--- src/rtl/period_meter.sv ---
// period_meter: measures rise-to-rise period and rise-to-fall high time of an
// asynchronous slow signal in inClk cycles, with result hold/ack and stall timeout.
`default_nettype none

module period_meter #(
    parameter int CNT_W   = 32,
    parameter int TIMEOUT = 1_000_000
) (
    input  logic             inClk,
    input  logic             reset,
    input  logic             sigIn,
    input  logic             enable,
    input  logic             rdAck,
    output logic [CNT_W-1:0] period,
    output logic [CNT_W-1:0] highTime,
    output logic             valid,
    output logic             overrun,
    output logic             timeout
);

    localparam logic [1:0] S_IDLE    = 2'd0;
    localparam logic [1:0] S_ARM     = 2'd1;
    localparam logic [1:0] S_MEASURE = 2'd2;
    localparam logic [1:0] S_STALL   = 2'd3;

    localparam logic [CNT_W-1:0] TIMEOUT_C = CNT_W'(TIMEOUT);
    localparam logic [CNT_W-1:0] ONE_C     = CNT_W'(1);

    // sync_q[0]/[1] form the synchronizer, sync_q[2] is the history flop
    logic [2:0]       sync_q;
    logic [1:0]       state_q,  state_d;
    logic [CNT_W-1:0] cnt_q,    cnt_d;
    logic [CNT_W-1:0] hi_q,     hi_d;
    logic [CNT_W-1:0] period_q, period_d;
    logic [CNT_W-1:0] high_q,   high_d;
    logic             valid_q,  valid_d;
    logic             over_q,   over_d;

    logic             rise;
    logic             fall;
    logic             new_result;
    logic [CNT_W-1:0] cnt_inc;

    assign rise    = sync_q[1] & ~sync_q[2];
    assign fall    = ~sync_q[1] & sync_q[2];
    assign cnt_inc = (cnt_q == TIMEOUT_C) ? cnt_q : cnt_q + ONE_C;

    always_comb begin
        state_d    = state_q;
        cnt_d      = cnt_q;
        hi_d       = hi_q;
        new_result = 1'b0;
        if (!enable) begin
            state_d = S_IDLE;
            cnt_d   = '0;
        end else begin
            case (state_q)
                S_IDLE: begin
                    cnt_d   = '0;
                    state_d = S_ARM;
                end
                S_ARM: begin
                    cnt_d = rise ? ONE_C : cnt_inc;
                    if (rise)
                        state_d = S_MEASURE;
                    else if (cnt_inc == TIMEOUT_C)
                        state_d = S_STALL;
                end
                S_MEASURE: begin
                    cnt_d = rise ? ONE_C : cnt_inc;
                    if (fall)
                        hi_d = cnt_q;
                    if (rise)
                        new_result = 1'b1;
                    else if (cnt_inc == TIMEOUT_C)
                        state_d = S_STALL;
                end
                default: begin
                    cnt_d = rise ? ONE_C : cnt_inc;
                    if (rise)
                        state_d = S_MEASURE;
                end
            endcase
        end
    end

    // A new result always wins over a coincident acknowledge
    always_comb begin
        period_d = period_q;
        high_d   = high_q;
        valid_d  = valid_q;
        over_d   = over_q;
        if (new_result) begin
            period_d = cnt_q;
            high_d   = hi_q;
            valid_d  = 1'b1;
            over_d   = valid_q ? ~rdAck : over_q;
        end else if (rdAck && valid_q) begin
            valid_d = 1'b0;
            over_d  = 1'b0;
        end
    end

    always_ff @(posedge inClk or negedge reset) begin
        if (!reset) begin
            sync_q   <= '0;
            state_q  <= S_IDLE;
            cnt_q    <= '0;
            hi_q     <= '0;
            period_q <= '0;
            high_q   <= '0;
            valid_q  <= 1'b0;
            over_q   <= 1'b0;
        end else begin
            sync_q   <= {sync_q[1:0], sigIn};
            state_q  <= state_d;
            cnt_q    <= cnt_d;
            hi_q     <= hi_d;
            period_q <= period_d;
            high_q   <= high_d;
            valid_q  <= valid_d;
            over_q   <= over_d;
        end
    end

    assign period   = period_q;
    assign highTime = high_q;
    assign valid    = valid_q;
    assign overrun  = over_q;
    assign timeout  = (state_q == S_STALL);

endmodule

`default_nettype wire
--- config.mk ---
export PLATFORM = sky130hd
export DESIGN_NAME = period_meter
export DESIGN_NICKNAME = d
export VERILOG_FILES = /design/src/rtl/period_meter.sv
export SDC_FILE = /design/constraint.sdc
export NUM_CORES = 1
export LEC_CHECK = 0
export ABC_CLOCK_PERIOD_IN_PS = 3700
export BUFFER_PORTS_ARGS = -buffer_cell sky130_fd_sc_hd__buf_4
export CAP_MARGIN = 20
export CORE_MARGIN = 2
export CORE_UTILIZATION = 62
export DETAILED_ROUTE_END_ITERATION = 8
export HOLD_SLACK_MARGIN = 0.06
export PLACE_DENSITY = 0.83
export SYNTH_ARGS = -nofsm -noshare
export SYNTH_HDL_FRONTEND = slang
export SYNTH_SLANG_ARGS = --single-unit
--- constraint.sdc ---
create_clock -name inClk -period 3.7 [get_ports inClk]
set_input_delay 0.37 -clock inClk [delete_from_list [all_inputs] [get_ports inClk]]
set_output_delay 0.37 -clock inClk [all_outputs]
set_load 0.005 [all_outputs]
# Yosys cells after proc, flatten, opt, wreduce, memory -nomap -nowiden
# Index checks and enable logic that the tools add are counted.
# classes
bitwise	5
eq_ne	8
n_mux	17
n_addsub	1
reduce_logical	6
# ops
cell	count
32-bit 2-to-1 mux	4
32-bit by 20-bit equality test with 1-bit output (second input constant)	2
32-bit by 1-bit adder with 32-bit output (second input constant)	1
2-bit 2-to-1 mux	5
1-bit 2-to-1 mux	7
2-bit case mux with 3 select lines	1
5-bit by 1-bit inequality test with 1-bit output (second input constant)	1
2-bit equality test (second input constant)	2
2-bit AND reduction	2
3-bit inequality test (second input constant)	1
1-bit NOT	3
3-bit AND reduction	1
1-bit bitwise AND	2
2-bit by 1-bit equality test with 1-bit output (second input constant)	1
2-bit logical NOT	1
2-bit inequality test (second input constant)	1
2-bit nonzero test	1
1-bit logical AND	1
# word_totals
reg_bits	135
input_bits	5
output_inout_bits	67

# Longest topological paths before layout
# Gate-level depths: netlist of the first run.
# depth
word_depth	7
depth_mapped	9
depth_no_buf	9

# Least setup slack after synthesis of the first run
# No wires, ideal clock.
# synth_path
kind	register to register
from	reg cnt_q[1]
to	reg state_q[1]
t_arrival_ns	2.075
setup_time_ns	0.082
slack_ns	1.543
stages_incl_launch_ff	9
n_path_buf	0
cell_sequence	dfrtp_1 ha_1 nand3_1 nor4_4 nand4_1 xnor2_1 nor4_1 nand4_1 a31oi_1
# synth_via
elab_chain_cells	7
word_cells_on_any_way	9
classes_between	add/sub: 1; eq/ne: 2; mux: 6
# synth_rtl
element	line_no	rtl
from (decl)	32	logic [CNT_W-1:0] cnt_q, cnt_d;
from (signal assigned)	117	cnt_q <= cnt_d;
32-bit by 1-bit adder with 32-bit output or 32-bit by 20-bit equality test with 1-bit output (tied branches)	46	assign cnt_inc = (cnt_q == TIMEOUT_C) ? cnt_q : cnt_q + ONE_C;
32-bit 2-to-1 mux *	46	
32-bit by 20-bit equality test with 1-bit output *	66, 75	
2-bit 2-to-1 mux *	--	
2-bit 2-to-1 mux (on tied branches)	--	
2-bit case mux with 3 select lines *	--	
2-bit 2-to-1 mux *	--	
to (signal assigned)	116	state_q <= state_d;
to (decl)	31	logic [1:0] state_q, state_d;
# Mark *: on every way between the ends. The rest lies on a longest branch, timed or not. The select of a mux whose other input is x is not followed.
# A chain may end at the register's enable or synchronous reset.

# Worst setup path in the final report of the first run
# layout_path
from	reg cnt_q[0]
to	reg state_q[1]
# Same word-level chain as after synthesis.

==> impl_table.tex, run 1 <==
\begin{tabular}{lr}
\hline
Metric & Value \\
\hline
\multicolumn{2}{l}{\textbf{Outcome}} \\
\quad Status & completed \\
\multicolumn{2}{l}{\textbf{Yosys}} \\
\quad Most used flip-flop cell after synthesis & dfrtp\_1 \\
\quad FFs w/ async S/R, synth & 1.00 \\
\quad Cell type with the highest aggregate area in the netlist & dfrtp\_1 \\
\quad Count of warnings emitted by yosys & 0 \\
\quad EDFF count, synth & 0 \\
\quad Avg Cell Area, Syn & 12.8 µm² \\
\quad Synthesized-area fraction occupied by and/or/nand/nor cells & 0.119 \\
\quad Share of cell area taken by muxes after synthesis & 0.185 \\
\quad Synth Net Count & approximately 470 \\
\quad Combinational family with the most area after synthesis & multiplexers \\
\quad Summed instance area of the synthesized netlist & 0.00590 mm² \\
\quad Synth top area cells & dfrtp\_1 57\%, mux2\_2 18\%, xnor2\_1 3.4\%, nor2\_1 2.3\%, xor2\_1 1.6\% \\
\quad Synth Area in XOR/XNOR & 0.0505 \\
\quad Sequential share of the synthesized area & 0.573 \\
\quad Area share of the largest cell type after synthesis & 0.573 \\
\quad Mapped Cells & between 400 and 500 \\
\quad Share of the synthesized area in compound gates (AO/OA/AOI/OAI) & 0.0333 \\
\quad Number of synthesized register bits & 135 \\
\quad Cell with the most instances after synthesis & dfrtp\_1 \\
\quad Count of cell types in the netlist & 46 \\
\quad Arithmetic-cell share of the synthesized area counting full adders, half adders and majority gates & 0.00424 \\
\quad Top cells by instance count after synthesis & 135 x dfrtp\_1, 96 x mux2\_2, 36 x nor2\_1, 23 x clkbuf\_1, 23 x xnor2\_1 \\
\multicolumn{2}{l}{\textbf{CTS}} \\
\quad Total clock buffers created by CTS & 17 \\
\quad Source-to-sink clock delay at the later pin of the worst-skew pair & a little over 0.5 ns \\
\quad Clock transition at path regs & 0.06 ns \\
\quad Clock sink count & 135 \\
\quad \# resized after CTS & 0 \\
\quad Depth of the CTS H-tree & 4 \\
\quad CTS tree & built \\
\quad Clock Tree Buf Depth & 2 \\
\quad Root Driver & clkbuf\_8 \\
\multicolumn{2}{l}{\textbf{Hold path}} \\
\quad Min-delay worst type & in -> reg \\
\multicolumn{2}{l}{\textbf{GRT}} \\
\quad Layer with the highest usage after global routing & met2 \\
\quad Number of antenna violations at the first check in global routing & 0 \\
\quad Maximum number of pins on one net before global-route repair & approximately 80 \\
\quad Via count of the first global-routing pass & about 3,800 \\
\quad Met3 track demand over resource & 0.0566 \\
\quad Global router's overall resource usage & 0.245 \\
\quad Grt met2 use & 0.385 \\
\quad Met1 Resource Use GR & 0.337 \\
\quad Global-route wire length before repair & approximately 19,000 µm \\
\quad Overall overflow remaining after global route & 0 \\
\multicolumn{2}{l}{\textbf{Floorplan}} \\
\quad Number of placement rows & 35 \\
\quad Initial Util & 0.639 \\
\quad Floorplan die width & between 100 and 150 µm \\
\quad Area of the die & 0.0103 mm² \\
\quad Std-Cell Core Area & between 0.009 and 0.01 mm² \\
\quad Height of the chip & between 100 and 150 µm \\
\quad I/O pins & a little over 70 \\
\multicolumn{2}{l}{\textbf{STA}} \\
\quad Relative max-transition margin & 0.535 \\
\quad Worst-Margin Slew & roughly 0.70 ns \\
\quad Max Clk Rate & between 300 and 400 MHz \\
\quad Clk\_skew & between 0.015 and 0.02 ns \\
\quad Post-layout minimum cycle time & approximately 2.8 ns \\
\quad Min setup slack post-route & between 0.8 and 0.9 ns \\
\quad Final worst path period share & 0.761 \\
\quad RSZ-0062 raised after global routing & false \\
\quad Setup tns final & 0 ns \\
\quad Final number of hold-violating endpoints & 0 \\
\quad Final slew viol count & 0 \\
\quad \# setup viols final & 0 \\
\multicolumn{2}{l}{\textbf{Layout}} \\
\quad Post-synthesis to final-layout area growth & 20.1\% \\
\quad Util after Layout & 0.767 \\
\quad Number of antenna cells inserted & 0 \\
\quad Final net count & around 530 \\
\quad Share of cells above drive strength 1 & 0.401 \\
\quad Count of filler cells inserted in the layout & between 500 and 600 \\
\quad Register Area & around 0.0034 mm² \\
\quad Multi-input gate area in the final layout & $\sim$0.0023 mm² \\
\multicolumn{2}{l}{\textbf{Placement}} \\
\quad Gp weighted congestion & about 0.87 \\
\quad Port bufs & 71 \\
\quad Half-perimeter wire length of the detailed placement result & a little under 8000 µm \\
\quad Pre-CTS setup slack & 0.976 ns \\
\multicolumn{2}{l}{\textbf{Power and ir drop}} \\
\quad Pleak & about 3.4 nW \\
\quad Power per cell area & about 440 mW/mm² \\
\quad Largest vdd supply drop & 0.256 mV \\
\multicolumn{2}{l}{\textbf{Routing}} \\
\quad Vias & 3,767 \\
\quad Detail-routed net length per standard cell & around 18 µm \\
\quad Number of DRC markers after the initial detailed-route iteration & $\sim$190 \\
\quad Avg Vias per Cell & roughly 5.7 \\
\quad Remaining routing DRC violations & 0 \\
\quad Antenna-violating nets left & 0 \\
\quad Detailed-router iteration count before antenna repair & 5 \\
\quad Total detailed-routing wirelength & 11,700 µm \\
\multicolumn{2}{l}{\textbf{Critical path}} \\
\quad Register-to-register path setup slack & approximately 0.88 ns \\
\quad Required time worst endpoint & 4.11 ns \\
\quad Arrival time reported for the critical path endpoint & 3.23 ns \\
\quad Crit. End Element & flop \\
\quad Critical path launch point type & flop \\
\quad Top fanout value on the critical path & 13 \\
\quad Category of the most critical setup path & reg -> reg \\
\multicolumn{2}{l}{\textbf{Job}} \\
\quad Max cap viols & 0 \\
\hline
\end{tabular}
-- report_power, final --
group	switching, mW	leakage [nW]	internal, mW
logic	0.0479	1.29	0.0210
clock network	0.591	0.265	0.981
registers	0.00636	1.88	1.48
-- cells in the final DEF (no fill, tap or decap), drive strengths merged, types with 3 or more instances in the layout --
master       Yosys  layout
dfrtp          135     135
mux2            96      96
buf             13      77
nor2            38      38
xnor2           23      23
clkbuf          23      21
nand3           13      13
xor2            11      11
nand4           11      11
and3            10      10
a21oi           10      10
nor4            10      10
inv              9       9
nand2            9       9
o21ai            8       8
nor3             5       5
a31oi            4       4
clkinv           0       4
nand2b           3       3
and4             3       3
and2             3       3
nor2b            3       3
clkinvlp         0       3
dlygate4sd3      0       3
nor3b            3       3
-- metal layers --
| layer | up-vias | wire [µm] |
|---|---|---|
| met1 | 1900 | 5330 |
| met5 | - | 0 |
| met2 | 110 | 5840 |
| met3 | 13 | 412 |
| li1 | 1744 | - |
| met4 | 0 | 147 |
-- registers in the layout (all words and copies together), names as in the netlist --
register and count:
sync_q 3, valid 1, hi_q 32, overrun 1, state_q 2, cnt_q 32
highTime 32, period 32
-- path summary, 6_finish.rpt --
| check | cells after the start | from | to |
|---|---|---|---|
| worst max-delay path | 7 | cnt_q[0] | state_q[1] |
| worst min-delay path | 3 | enable | state_q[0] |
| worst max register to register | 7 | cnt_q[0] | state_q[1] |
| worst min register to register | 0 | sync_q[0] | sync_q[1] |
| max in group asynchronous | 3 | reset | cnt_q[29] |
| min in group asynchronous | 2 | reset | highTime[2] |
-- cells by family after synthesis --
| family | count (synthesis) |
|---|---|
| simple gates | 118 |
| mux | 97 |
| buf+inv | 45 |
| compound gates | 31 |
| fa+ha+maj | 2 |
| flops | 135 |
| xor+xnor | 34 |
-- what timing repair did --
item                      in CTS  in global routing
hold endpoints to repair      79                  0
buffers inserted               0                  0
hold buffers                   3                  0
-- cell type report --
class                           count  area share
Clock buffer                       21      0.0634
Clock inverter                      9      0.0145
Inverter                            9     0.00477
Multi-Input combinational cell    282       0.329
Sequential cell                   135       0.477
Tap cell                          129      0.0228
Timing Repair Buffer               80      0.0892
-- per-stage QoR --
step                      instances  total power [mW]  instance area [µm²]  hold slack [ns]
after detailed placement        631              1.58                 6470            0.346
final                           665              3.13                 7080            0.169
after CTS                       664              3.16                 7060            0.130
after floorplan                 462              1.53                 5900           0.0744
after global placement          631              1.58                 6470            0.335
after global routing            665              3.24                 7080            0.149
-- critical path, stage by stage, from the launching register on --
cell and delay (ns):
dfrtp_1 0.47, nand4_1 0.50, nor4_2 0.58, and4_1 0.35, nand3_1 0.13, a221oi_2 0.31
nand4_1 0.17, a31oi_1 0.22
Note: power is estimated with default switching activity, not from simulation.
==> run 2: changes to the inputs <==
==> config.mk (replaced) <==
export PLATFORM = sky130hd
export DESIGN_NAME = period_meter
export DESIGN_NICKNAME = d
export VERILOG_FILES = /design/src/rtl/period_meter.sv
export SDC_FILE = /design/constraint.sdc
export NUM_CORES = 1
export LEC_CHECK = 0
export ABC_CLOCK_PERIOD_IN_PS = 2620
export BUFFER_PORTS_ARGS = -buffer_cell sky130_fd_sc_hd__buf_4
export CAP_MARGIN = 20
export CORE_MARGIN = 2
export CORE_UTILIZATION = 58
export DETAILED_ROUTE_END_ITERATION = 8
export HOLD_SLACK_MARGIN = 0.06
export PLACE_DENSITY = 0.79
export SYNTH_ARGS = -nofsm -noshare
export SYNTH_HDL_FRONTEND = slang
export SYNTH_SLANG_ARGS = --single-unit
==> constraint.sdc (replaced) <==
create_clock -name inClk -period 2.62 [get_ports inClk]
set_input_delay 0.262 -clock inClk [delete_from_list [all_inputs] [get_ports inClk]]
set_output_delay 0.262 -clock inClk [all_outputs]
set_load 0.005 [all_outputs]
==> run 2 against run 1 <==
  * Worst setup slack worse by 0.68 ns
  * Clock power is 61% higher
  * Utilization is 2.9 points lower
  * Critical endpoint unchanged
  * First-iteration DRC count is 18% higher
  * Via count is 2.3% higher
  * Worst hold slack better by 0.15 ns
  * Final cell count is 2.1% higher
  * Combinational power is 42% higher
  * Wire length is 2.8% higher
==> impl_table.tex, run 2 (synthesized netlist as in run 1, its figures left out) <==
\begin{tabular}{lr}
\hline
Metric & Value \\
\hline
\multicolumn{2}{l}{\textbf{STA}} \\
\quad Final slew viol count & 0 (unchanged) \\
\quad Clk\_skew & 0.00620 ns (-0.0114 ns) \\
\quad Post-layout minimum cycle time & 2.41 ns (-0.402 ns) \\
\quad Max Clk Rate & 414 MHz (+17\%) \\
\quad Final number of hold-violating endpoints & 0 (unchanged) \\
\quad Min setup slack post-route & 0.206 ns (-0.678 ns) \\
\quad Final worst path period share & 0.921 (+0.160) \\
\quad \# setup viols final & 0 (unchanged) \\
\quad RSZ-0062 raised after global routing & false \\
\quad Worst-Margin Slew & 0.653 ns (-0.0442 ns) \\
\quad Setup tns final & 0 ns (unchanged) \\
\quad Worst hold slack after final layout & 0.316 ns (+0.148 ns) \\
\quad Relative max-transition margin & 0.565 (+0.0295) \\
\multicolumn{2}{l}{\textbf{Job}} \\
\quad Max cap viols & 0 (unchanged) \\
\multicolumn{2}{l}{\textbf{Layout}} \\
\quad Final net count & 540 (+1.5\%) \\
\quad Share of cells above drive strength 1 & 0.418 (+0.0165) \\
\quad Number of antenna cells inserted & 0 (unchanged) \\
\quad Most common cell after layout, fill and taps aside & dfrtp\_1 \\
\quad Count of filler cells inserted in the layout & 669 (+16\%) \\
\quad Commonest cells after routing, fill and taps aside & 134 x dfrtp\_1, 96 x mux2\_2, 81 x buf\_4 \\
\quad Post-synthesis to final-layout area growth & 22.7\% \\
\multicolumn{2}{l}{\textbf{CTS}} \\
\quad Source-to-sink clock delay at the later pin of the worst-skew pair & 0.53 ns (+0.02 ns) \\
\quad Clock sink count & 135 (unchanged) \\
\quad Clock transition at path regs & 0.06 ns (about the same) \\
\quad Depth of the CTS H-tree & 4 (unchanged) \\
\quad CTS tree & built \\
\quad Total clock buffers created by CTS & 17 (unchanged) \\
\quad Root Driver & clkbuf\_8 \\
\quad Clock Tree Buf Depth & 2 (unchanged) \\
\multicolumn{2}{l}{\textbf{Hold path}} \\
\quad Min-delay worst type & in -> async \\
\multicolumn{2}{l}{\textbf{Critical path}} \\
\quad Register-to-register path setup slack & 0.21 ns (-0.68 ns) \\
\quad Most common cell on crit path & a31oi\_1 \\
\quad Top fanout value on the critical path & 11 (-2) \\
\quad Standard cell with the maximum stage delay on the critical path & dfrtp\_1 \\
\quad Capture point of the critical path & state\_q[1] \\
\quad RR Endpoint & state\_q[1] \\
\quad Category of the most critical setup path & reg -> reg \\
\quad Max stage delay on crit path & 0.52 ns (-0.06 ns) \\
\quad Crit. End Element & flop \\
\quad Arrival time reported for the critical path endpoint & 2.86 ns (-0.37 ns) \\
\quad Launch instance of the worst register-to-register path & cnt\_q[5] \\
\quad Worst Setup SP & cnt\_q[5] \\
\quad Required time worst endpoint & 3.07 ns (-1.04 ns) \\
\quad Length in cells of the worst reg-to-reg path & 8 (+1) \\
\quad Ordered cell list for the critical path & nand4\_4 > nor4\_2 > buf\_4 > and3\_1 > a31oi\_1 > nor4\_1 > nand4\_1 > a31oi\_1 \\
\quad Critical path launch point type & flop \\
\multicolumn{2}{l}{\textbf{Power and ir drop}} \\
\quad Power per cell area & 652 mW/mm² (+47\%) \\
\quad Pleak & 3.51 nW (+2.2\%) \\
\quad Largest vdd supply drop & 0.440 mV (+72\%) \\
\multicolumn{2}{l}{\textbf{Outcome}} \\
\quad Status & completed \\
\multicolumn{2}{l}{\textbf{Routing}} \\
\quad Antenna-violating nets left & 0 (unchanged) \\
\quad Remaining routing DRC violations & 0 (unchanged) \\
\quad Number of DRC markers after the initial detailed-route iteration & 225 (+18\%) \\
\quad Total detailed-routing wirelength & 12,100 µm (+2.8\%) \\
\quad Vias & 3,854 (+2.3\%) \\
\quad Detail-routed net length per standard cell & 17.8 µm (+0.69\%) \\
\quad Avg Vias per Cell & 5.68 (+0.20\%) \\
\quad Detailed-router iteration count before antenna repair & 4 (-1) \\
\multicolumn{2}{l}{\textbf{GRT}} \\
\quad Maximum number of pins on one net before global-route repair & 71 (-10\%) \\
\quad Number of antenna violations at the first check in global routing & 0 (unchanged) \\
\quad Global router's overall resource usage & 0.241 (-0.00327) \\
\quad Overall overflow remaining after global route & 0 (unchanged) \\
\quad Via count of the first global-routing pass & 3,971 (+3.8\%) \\
\quad Global-route wire length before repair & 20,600 µm (+6.0\%) \\
\multicolumn{2}{l}{\textbf{Floorplan}} \\
\quad Initial Util & 0.601 (-0.0377) \\
\quad Std-Cell Core Area & 0.00982 mm² (+6.3\%) \\
\quad Area of the die & 0.0110 mm² (+6.6\%) \\
\quad Floorplan die width & 105 µm (+3.3\%) \\
\quad Number of placement rows & 36 (+2.9\%) \\
\quad Height of the chip & 105 µm (+3.3\%) \\
\quad I/O pins & 72 (unchanged) \\
\multicolumn{2}{l}{\textbf{Placement}} \\
\quad Port bufs & 71 (unchanged) \\
\quad Gp weighted congestion & 0.908 (+4.4\%) \\
\quad Half-perimeter wire length of the detailed placement result & 7710 µm (+0.22\%) \\
\quad Pre-CTS setup slack & 0.220 ns (-0.756 ns) \\
\hline
\end{tabular}
run 2: changes by cell type in the layout (fill, tap and decap cells not counted), moves of 2 or more:
cell,change
bufinv_16,+2
clkbuf_1,-2
buf_12,+2
buf_4,+6
clkinv_2,-3
inv_6,+5
run 2: routing by layer:
layer	track usage	vias up	wire, µm
li1	-	1767	-
met1	0.318	1963	5200
met2	0.382	103	6030
met3	0.0686	21	604
met4	0.0924	0	219
met5	0	-	0
run 2: where the power goes:
part	internal, mW	leakage, nW	switching, mW	total, mW
Combinational	0.0289	1.33	0.0690	0.0980
Sequential	2.09	1.87	0.00800	2.10
Clock	1.61	0.302	0.910	2.52
run 2: worst min path at each step:
stage / from / endpoint / slack, ns / cells past startpoint
2_1_floorplan: reset / cnt_q[0] / -0.03 / 0
3_3_place_gp: reset / highTime[3] / 0.31 / 1
3_5_place_dp: reset / hi_q[3] / 0.32 / 1
4_1_cts: reset / period[31] / 0.32 / 2
5_1_grt: sync_q[0] / sync_q[1] / 0.37 / 0
6_report: reset / highTime[3] / 0.32 / 2
run 2: area by class of cell:
| type | count | area, µm² | share of cell area |
|---|---|---|---|
| clock inverter | 13 | 191 | 0.0264 |
| sequential | 135 | 3380 | 0.467 |
| inverter | 9 | 33.8 | 0.00466 |
| multi-input combinational | 282 | 2330 | 0.322 |
| tap | 133 | 166 | 0.0230 |
| timing repair buffer | 88 | 699 | 0.0966 |
| clock buffer | 19 | 442 | 0.0610 |
run 2: timing repair:
action,4_1_cts,5_1_grt
hold buffers,4,0
gates resized for setup,0,2
setup buffers,0,0
endpoints found under the hold margin,72,0
endpoints found under the setup margin,0,1
run 2: stage by stage:
step           area [µm²]  total power [mW]  utilization  std cells
2_1_floorplan        5900              2.17            -        462
3_3_place_gp         6570              2.23        0.669        643
3_5_place_dp         6570              2.24        0.669        643
4_1_cts              7240              4.76        0.737        679
5_1_grt              7240              4.88        0.738        679
6_report             7240              4.72        0.738        679
run 2: worst max-delay path, delay by kind of cell, from the launching register on:
| kind | cells | cell delay (ns) |
|---|---|---|
| AOI/OAI and AO/OA | 2 | 0.32 |
| buffers and inverters | 1 | 0.21 |
| DFF | 1 | 0.52 |
| and+or+nand+nor | 5 | 1.27 |
==> run 3: changes to the inputs <==
--- a/config.mk
+++ b/config.mk
@@ -12,7 +12,7 @@
 export CORE_UTILIZATION = 58
 export DETAILED_ROUTE_END_ITERATION = 8
 export HOLD_SLACK_MARGIN = 0.06
-export PLACE_DENSITY = 0.79
+export PLACE_DENSITY = 0.84
 export SYNTH_ARGS = -nofsm -noshare
 export SYNTH_HDL_FRONTEND = slang
 export SYNTH_SLANG_ARGS = --single-unit
==> run 3 against run 2 <==
  * Die area unchanged
  * Global-route usage down 0.17 points
  * Wire length down 1.1%
  * Non-clock buffer count down 1
  * Via count down 1.1%
  * Clock-buffer cell count unchanged
  * Final area down 0.38%
  * Critical path type unchanged
  * Largest cell class unchanged
  * Largest power group unchanged
==> impl_table.tex, run 3 (synthesized netlist as in run 1, its figures left out) <==
\begin{tabular}{lr}
\hline
Metric & Value \\
\hline
\multicolumn{2}{l}{\textbf{Layout}} \\
\quad Number of antenna cells inserted & 0 (unchanged) \\
\quad Register Area & 0.00338 mm² (about the same) \\
\quad Design Area, Final & 0.00721 mm² (-0.38\%) \\
\quad Share of cells above drive strength 1 & 0.418 (+0.000465) \\
\quad Util after Layout & 0.735 (-0.00280) \\
\quad Most common cell after layout, fill and taps aside & dfrtp\_1 \\
\quad Final net count & 539 (-0.19\%) \\
\quad Multi-input gate area in the final layout & 0.00235 mm² (+0.91\%) \\
\quad Commonest cells after routing, fill and taps aside & 135 x dfrtp\_1, 96 x mux2\_2, 80 x buf\_4 \\
\quad Post-synthesis to final-layout area growth & 22.3\% \\
\quad Count of filler cells inserted in the layout & 623 (-6.9\%) \\
\multicolumn{2}{l}{\textbf{Critical path}} \\
\quad Crit. End Element & flop \\
\quad Max stage delay on crit path & 0.53 ns (about the same) \\
\quad Category of the most critical setup path & reg -> reg \\
\quad Launch instance of the worst register-to-register path & cnt\_q[5] \\
\quad Top fanout value on the critical path & 11 (unchanged) \\
\quad Required time worst endpoint & 3.06 ns (about the same) \\
\quad Worst Setup SP & cnt\_q[5] \\
\quad Critical path launch point type & flop \\
\quad Standard cell with the maximum stage delay on the critical path & dfrtp\_1 \\
\quad Arrival time reported for the critical path endpoint & 2.77 ns (-0.09 ns) \\
\quad Buffers plus inverters on the worst setup path & 0 (-1) \\
\quad Largest delay contributor family on the critical path & simple AND/OR/NAND/NOR gates \\
\quad Ordered cell list for the critical path & nand4\_4 > nor4\_2 > and4\_1 > nand3\_1 > a221oi\_2 > nand4\_1 > a31oi\_1 \\
\quad Register-to-register path setup slack & 0.30 ns (+0.09 ns) \\
\multicolumn{2}{l}{\textbf{Floorplan}} \\
\quad Height of the chip & 105 µm (unchanged) \\
\quad Number of placement rows & 36 (unchanged) \\
\quad Area of the die & 0.0110 mm² (unchanged) \\
\quad Initial Util & 0.601 (unchanged) \\
\quad I/O pins & 72 (unchanged) \\
\quad Floorplan die width & 105 µm (unchanged) \\
\quad Std-Cell Core Area & 0.00982 mm² (unchanged) \\
\multicolumn{2}{l}{\textbf{Outcome}} \\
\quad Status & completed \\
\multicolumn{2}{l}{\textbf{CTS}} \\
\quad Total clock buffers created by CTS & 17 (unchanged) \\
\quad Source-to-sink clock delay at the later pin of the worst-skew pair & 0.52 ns (about the same) \\
\quad Root Driver & clkbuf\_8 \\
\quad Clock transition at path regs & 0.06 ns (about the same) \\
\quad Depth of the CTS H-tree & 4 (unchanged) \\
\quad Clock Tree Buf Depth & 2 (unchanged) \\
\quad Clock sink count & 135 (unchanged) \\
\quad CTS tree & built \\
\multicolumn{2}{l}{\textbf{GRT}} \\
\quad Overall overflow remaining after global route & 0 (unchanged) \\
\quad Maximum number of pins on one net before global-route repair & 64 (-9.9\%) \\
\quad Global router's overall resource usage & 0.240 (-0.00172) \\
\quad Number of antenna violations at the first check in global routing & 0 (unchanged) \\
\quad Via count of the first global-routing pass & 4,040 (+1.7\%) \\
\quad Global-route wire length before repair & 20,600 µm (about the same) \\
\multicolumn{2}{l}{\textbf{STA}} \\
\quad Final slew viol count & 0 (unchanged) \\
\quad Max Clk Rate & 430 MHz (+3.9\%) \\
\quad Setup tns final & 0 ns (unchanged) \\
\quad \# setup viols final & 0 (unchanged) \\
\quad RSZ-0062 raised after global routing & false \\
\quad Post-layout minimum cycle time & 2.32 ns (-0.0896 ns) \\
\quad Final worst path period share & 0.887 (-0.0342) \\
\quad Worst-Margin Slew & 0.452 ns (-0.201 ns) \\
\quad Clk\_skew & 0.00786 ns (+0.00166 ns) \\
\quad Relative max-transition margin & 0.699 (+0.134) \\
\quad Final number of hold-violating endpoints & 0 (unchanged) \\
\quad Worst hold slack after final layout & 0.209 ns (-0.108 ns) \\
\multicolumn{2}{l}{\textbf{Power and ir drop}} \\
\quad Relative contribution of the clock network to total power & 0.518 (-0.016) \\
\quad Internal cell power & 3.61 mW (-3.2\%) \\
\quad Total power & 4.57 mW (-3.2\%) \\
\quad Pleak & 3.48 nW (-0.79\%) \\
\quad Share of power burned in registers & 0.461 (+0.016) \\
\quad Proportion of total power due to net switching & 0.208 (-0.000632) \\
\quad Power dissipated by switching net loads & 0.952 mW (-3.5\%) \\
\quad Combinational share of power & 0.021 (about the same) \\
\quad Power per cell area & 633 mW/mm² (-2.9\%) \\
\quad Largest vdd supply drop & 0.361 mV (-18\%) \\
\multicolumn{2}{l}{\textbf{Placement}} \\
\quad Half-perimeter wire length of the detailed placement result & 7740 µm (+0.45\%) \\
\quad Port bufs & 71 (unchanged) \\
\quad DP Area & 0.00654 mm² (-0.34\%) \\
\quad Gp weighted congestion & 0.954 (+5.0\%) \\
\multicolumn{2}{l}{\textbf{Routing}} \\
\quad Detail-routed net length per standard cell & 17.6 µm (-0.63\%) \\
\quad Detailed-router iteration count before antenna repair & 4 (unchanged) \\
\quad Avg Vias per Cell & 5.64 (-0.68\%) \\
\quad Antenna-violating nets left & 0 (unchanged) \\
\quad Vias & 3,811 (-1.1\%) \\
\quad Remaining routing DRC violations & 0 (unchanged) \\
\quad Total detailed-routing wirelength & 11,900 µm (-1.1\%) \\
\quad Number of DRC markers after the initial detailed-route iteration & 203 (-9.8\%) \\
\multicolumn{2}{l}{\textbf{Hold path}} \\
\quad Min-delay worst type & in -> async \\
\multicolumn{2}{l}{\textbf{Job}} \\
\quad Max cap viols & 0 (unchanged) \\
\hline
\end{tabular}
-- run 3: metal layers --
| metal | global-route usage | part of all wire |
|---|---|---|
| met2 | 0.387 | 0.50 |
| met5 | 0 | 0 |
| met4 | 0.0914 | 0.021 |
| met3 | 0.0674 | 0.041 |
| met1 | 0.309 | 0.44 |
-- run 3: final cells by class --
class,instances,area share
timing repair buffer,87,0.0959
clock buffer,19,0.0612
tap,133,0.0231
inverter,9,0.00468
clock inverter,11,0.0210
sequential,135,0.468
multi-input combinational,282,0.326
-- run 3: final timing paths --
path,depth (start not counted),endpoint
setup / recovery,7,state_q[1]
hold / removal,2,overrun
setup reg to reg,7,state_q[1]
hold reg to reg,0,sync_q[1]
max in group asynchronous,3,highTime[19]
min in group inClk,0,sync_q[1]
-- run 3: timing repair --
action                                 in CTS  in global routing
hold buffers                                4                  0
setup buffers                               0                  2
setup endpoints to repair                   0                  2
endpoints found under the hold margin     103                  0
resized for setup                           0                  5
-- run 3: power by group through the flow --
stage          clock [mW]  sequential, mW  combinational (mW)
6_report             2.37            2.10              0.0978
5_1_grt              2.50            2.10               0.112
4_1_cts              2.41            2.10               0.100
3_5_place_dp            0            2.14              0.0945
3_3_place_gp            0            2.14              0.0919
2_1_floorplan           0            2.14              0.0294
-- run 3: stage by stage --
stage | setup WS, ns | instances
after CTS | 0.112 | 674
after floorplan | 0.463 | 462
after global routing | 0.0493 | 676
after global placement | 0.238 | 640
after detailed placement | 0.160 | 640
final | 0.296 | 676
-- run 3: worst register-to-register path, stage by stage (launching register included) --
cell and delay [ns]:
dfrtp_1 0.53, nand4_4 0.28, nor4_2 0.36, and4_1 0.31
nand3_1 0.12, a221oi_2 0.31, nand4_1 0.15, a31oi_1 0.18
